## src/rtl/maxpool_reduce.sv

```systemverilog
// Streaming max-pool: keeps the running signed maximum of each patch read from the
// feature map and writes it to the output map when the next patch starts or the image ends.
module maxpool_reduce #(
  parameter int DATA_W = 16,
  parameter int ADDR_W = 19
) (
  input  logic              clk,
  input  logic              reset,
  input  logic              maxpool_enable,
  input  logic              patch_end,
  input  logic              maxpool_done,
  input  logic [DATA_W-1:0] rd_data,
  input  logic [ADDR_W-1:0] wr_base,
  output logic              wr_en,
  output logic [ADDR_W-1:0] wr_addr,
  output logic [DATA_W-1:0] wr_data,
  output logic [ADDR_W-1:0] pool_count,
  output logic              pool_done
);

  typedef enum logic [1:0] {IDLE, ACCUM, FLUSH, DONE} state_t;

  state_t             state;
  logic               en_d, pe_d, dn_d;
  logic               has_data;
  logic [DATA_W-1:0]  cur_max;
  logic [ADDR_W-1:0]  wr_ptr;

  always_ff @(posedge clk or posedge reset) begin
    if (reset) begin
      state      <= IDLE;
      en_d       <= 1'b0;
      pe_d       <= 1'b0;
      dn_d       <= 1'b0;
      has_data   <= 1'b0;
      cur_max    <= '0;
      wr_ptr     <= '0;
      wr_en      <= 1'b0;
      wr_addr    <= '0;
      wr_data    <= '0;
      pool_count <= '0;
      pool_done  <= 1'b0;
    end else begin
      // Control strobes lag one cycle so they line up with the RAM read data.
      en_d  <= maxpool_enable;
      pe_d  <= patch_end;
      dn_d  <= maxpool_done;
      wr_en <= 1'b0;

      case (state)
        IDLE: begin
          pool_done <= 1'b0;
          if (en_d) begin
            state      <= ACCUM;
            wr_ptr     <= wr_base;
            cur_max    <= rd_data;
            has_data   <= 1'b1;
            pool_count <= '0;
          end
        end

        ACCUM: begin
          if (dn_d) begin
            // The final write is launched on entry to FLUSH so it lands two cycles
            // after maxpool_done, same as a patch_end write; the dn_d sample itself is dropped.
            state <= FLUSH;
            if (has_data) begin
              wr_en      <= 1'b1;
              wr_addr    <= wr_ptr;
              wr_data    <= cur_max;
              pool_count <= pool_count + ADDR_W'(1);
              has_data   <= 1'b0;
            end
          end else if (en_d) begin
            if (pe_d) begin
              wr_en      <= 1'b1;
              wr_addr    <= wr_ptr;
              wr_data    <= cur_max;
              wr_ptr     <= wr_ptr + ADDR_W'(1);
              pool_count <= pool_count + ADDR_W'(1);
              cur_max    <= rd_data;
            end else if ($signed(rd_data) > $signed(cur_max)) begin
              cur_max <= rd_data;
            end
          end
        end

        FLUSH: begin
          state     <= DONE;
          pool_done <= 1'b1;
        end

        DONE: begin
          if (!maxpool_enable) begin
            state     <= IDLE;
            pool_done <= 1'b0;
          end
        end

        default: state <= IDLE;
      endcase
    end
  end

endmodule

```

## config.mk

```make
export PLATFORM = sky130hd
export DESIGN_NAME = maxpool_reduce
export DESIGN_NICKNAME = d
export VERILOG_FILES = /design/src/rtl/maxpool_reduce.sv
export SDC_FILE = /design/constraint.sdc
export NUM_CORES = 1
export LEC_CHECK = 0
export ABC_AREA = 1
export CAP_MARGIN = 20
export CORE_MARGIN = 1.5
export CORE_UTILIZATION = 53
export DETAILED_ROUTE_END_ITERATION = 6
export GPL_TIMING_DRIVEN = 0
export HOLD_SLACK_MARGIN = 0.1
export PLACE_DENSITY = 0.81
export SLEW_MARGIN = 15
export SYNTH_ARGS = -nofsm -noshare
export SYNTH_HDL_FRONTEND = slang
export SYNTH_SLANG_ARGS = --single-unit
export TNS_END_PERCENT = 10
```

## constraint.sdc

```tcl
create_clock -name clk -period 3.5 [get_ports clk]
set_input_delay 0.35 -clock clk [delete_from_list [all_inputs] [get_ports clk]]
set_output_delay 0.35 -clock clk [all_outputs]
set_load 0.03 [all_outputs]
```

==> summary.md <==
Summed over all layers, the routed wires come to 12640 um. The detailed router placed 4622 vias in this run. The area of the mapped netlist is 5132 um^2, and the initial antenna violation count is 0. The post-synthesis share of cell area spent on xor and xnor gates was 1.365%; the mux cell area share after synthesis was 0.2194%.

In this run, the number of DRC markers left after iteration 0 of detailed routing was 265. The worst path meets setup with 1.427 ns of slack. The number of sinks handled by clock tree synthesis is 97.

Dividing total power by cell area gives a power density of 801.7 nW/um^2. The number of antenna diodes was 0; the setup slack at placement was 1.097 ns. Once detail routing completed, the nets flagged for antenna violations numbered 0. The tools report the number of DRC violations after detailed routing as 0.

The tools report the last weighted congestion value of the routability-driven placer as 0.9318. In this run the count of I/O pins placed on the die edge is 96. For this run, the post-layout net count is 807. For the number of warnings printed during yosys synthesis, the log shows 0.

For the leakage dissipation, the log shows 3.083 nW. The total count of hold-check failures in the final report is 0, and the maximum single-stage delay on the critical path is 0.38 ns. Area of all placed cells without fillers: 6477 um^2. The proportion of synthesized chip area in sequential cells is 47.29%. The area growth from synthesis to layout is 26.21%. The core area is 9328 um^2. After Yosys synthesis, and, or, nand and nor cells account for 25.21% of the synthesized area.

The path class of the tightest hold or removal check is input port to asynchronous set/reset pin. The top cell type by area accounts for 47.29% of the synthesized area. The share of post-route cells with drive strength above 1 is 6.952%, and the adder-cell share of the synthesized area is 5.607%.

The tools report the endpoint kind of the worst setup timing path as a flop. Worst-path maximum fanout: 10. The tools report the number of instances in the synthesized netlist as 637. The leading area contributor after synthesis is dfrtp_1. Post-synthesis compound-gate area fraction: 12.12%. For the final routed database, the setup TNS stands at 0 ns. Number of max-capacitance violations reported: 0.

The most common cell in the synthesized netlist is nand2_1. The run gives 0 as the final count of pins violating max slew. For flop-to-flop paths, the worst setup slack is 1.43 ns. In the final routed layout, each cell accounts on average for 14.41 um.

Number of cell rows: 35. The peak ir drop on the vdd network came out at 0.3609 mV. Global routing finished with a remaining overflow of 0.

Yosys attributes the largest share of cell area to dfrtp_1 (47%), nand2_1 (12%), o21ai_0 (6.5%). The synthesized design contains 0 enable-type register cells. Entering global routing, the biggest net connects 56 pins. The die extent in y came out at 101.4 um.

For the total clock buffers created by CTS, the log shows 9. Sorting the synthesized cells by how often they occur yields nand2_1 (163), dfrtp_1 (97), inv_1 (76). The floorplan step set the die width to 101.4 um. The mean instance size in the synthesized netlist is 8.057 um^2, and the async set-reset flop share out of synthesis is 100.0%. Dividing the final minimum period by the clock period gives 59.22%.

Buffers placed on the I/O ports in this run total 95. For the worst setup path, the data arrival time is 2.33 ns. By area, the combinational part of the netlist is dominated by simple AND/OR/NAND/NOR gates. Before antenna repair, the detailed router went through 7 iterations. The first global-routing pass estimated 20910 um of wire. The largest individual stage delay along the critical path comes from the cell dfrtp_1. Clock-pin slew was measured on the worst setup and hold paths at 0.09 ns. The count of state elements after synthesis is 97, and the cell count of the worst reg-to-reg path is 10. The type of the setup path with the least slack is flop to flop. Measured against its own limit, the worst slew margin works out to 62.96%. The die covers 10280 um^2. The tools report the clock latency at the later pin of the worst-skew pair as 0.37 ns. The number of gates resized after CTS was 0. Counting both buffers and inverters, the worst setup path holds a total of 5. For the final worst clock skew, the log shows 0.01205 ns. TritonCTS built the clock tree. The number of gates on the worst path with buffers counted is 10. The run gives 25.79% as the overall routing resource usage. Setup repair after global routing left no endpoint under its margin. The worst register-to-register path begins at state[1].

Dividing the detail-routed via count by the number of cells gives 5.270. Counting I/O delays and the setup requirement, the final critical path takes 2.073 ns. The worst setup path is launched from a flop. The flow ran to the end, and the final reports show no timing, DRC or antenna violations. Based on the critical path, the design can be clocked at up to 482.4 MHz. Family with the most delay on the worst path: buffers and inverters. The number of buffers on the longest clock path was 2; the count of different cell masters after synthesis was 38. The most critical setup path has its startpoint at state[1]. The required time at the worst-slack endpoint was 3.76 ns; the transition time of the tightest slew-check pin was 0.5556 ns. The run gives 4526 as the via count of the first global-routing pass. The endpoint identified for the worst register-to-register timing path is pool_count[12]. Setup violations remaining at the end of the flow were counted as 0. Buffers inserted to repair hold after CTS numbered 0. The H-tree generated during clock tree synthesis spans 3 levels. Once detailed placement completed, the half-perimeter wirelength came to 9288 um.

When the netlist entered floorplanning its net count stood at 700. The critical path ends at pool_count[12]. For this configuration, the core starts out at a cell density of 55.02%. The tools report the area of placed instances as 6275 um^2.

The number of buffers inserted by post-CTS setup repair was 0. In the synthesized netlist the dominant register cell turns out to be dfrtp_1. The tree is rooted in a clkbuf_8. Walking the worst path, the cells encountered are inv_1, ha_1, buf_6, nor2_4, inv_2, nor2_1, inv_1, clkbuf_1, o21ai_0, nor2_1.
[where the power goes]
group | internal [W] | leakage, nW | switching (W)
registers | 0.00154 | 1.23 | 0.000303
logic | 0.000985 | 1.75 | 0.00160
clock network | 0.000367 | 0.102 | 0.000400
[metal layers]
| metal | wire (um) | vias up | share of wire, % | track usage, % |
|---|---|---|---|---|
| li1 | - | 2265 | - | - |
| met1 | 5455 | 2213 | 43 | 33.93 |
| met2 | 6345 | 129 | 50 | 44.14 |
| met3 | 600 | 15 | 4.7 | 3.589 |
| met4 | 235 | 0 | 1.9 | 8.547 |
| met5 | 0 | - | 0 | 0 |
[worst min path at each step]
stage          slack (ns)        endpoint          from
2_1_floorplan        0.38            dn_d  maxpool_done
3_3_place_gp         0.47     wr_addr[12]   wr_addr[12]
3_5_place_dp         0.47      wr_data[3]    wr_data[3]
4_1_cts              0.40  pool_count[14]         reset
5_1_grt              0.45            dn_d  maxpool_done
6_report             0.38            pe_d         reset
[metrics by stage]
step,std cells,utilization [%],hold slack (ns),power [W]
finish,877,69.44,0.3843,0.005193
global route,877,69.44,0.4469,0.005571
CTS,877,69.44,0.4049,0.005196
detailed placement,862,67.27,0.4721,0.004421
global placement,861,66.95,0.4651,0.004316
floorplan,637,-,0.3814,0.003542
[placed cells by master, fill, tap and decap left out, drive strengths merged, types with 2 or more instances in the layout]
| cell | Yosys | layout |
|---|---|---|
| buf | 11 | 12 |
| nor2 | 63 | 63 |
| o22ai | 9 | 9 |
| nand2 | 167 | 167 |
| nand3 | 43 | 43 |
| a22oi | 4 | 4 |
| nand4 | 7 | 7 |
| nor3 | 13 | 13 |
| ha | 23 | 23 |
| xor2 | 8 | 8 |
| o21ai | 71 | 71 |
| inv | 80 | 81 |
| o21bai | 2 | 2 |
| clkbuf | 10 | 21 |
| o31ai | 2 | 2 |
| a21oi | 23 | 23 |
| clkdlybuf4s50 | 0 | 95 |
| dfrtp | 97 | 97 |
[worst reg2reg max path: cells and delay by family, from the launching register on]
family,cells,cell delay (ns)
buf+inv,5,0.70
flops,1,0.38
fa+ha+maj,1,0.22
simple gates,3,0.51
compound gates,1,0.14
[logic make-up after synthesis]
| family | count (synthesis) |
|---|---|
| and+or+nand+nor | 293 |
| muxes | 1 |
| adders and majority gates | 23 |
| xor gates and xnor gates | 8 |
| AOI/OAI and AO/OA | 114 |
| buffers and inverters | 101 |
| DFF | 97 |
[final cells by class]
class                   instances  area (um^2)
plain buffers                  21        120.1
clock buffers                  11        151.4
clock inverters                 4        51.30
fillers                       771         2850
inverters                      80        302.8
multi-input cells             439         2285
flip-flops and latches         97         2427
well taps                     129        161.4
repair buffers                 96        978.4
[flip-flops by register name, summed over array words and instances, names as in the netlist, 2 cells and up]
| register | cells |
|---|---|
| pool_count | 19 |
| wr_addr | 19 |
| wr_ptr | 19 |
| cur_max | 16 |
| wr_data | 16 |
| state | 2 |
Note: power is estimated with default switching activity, not from simulation.
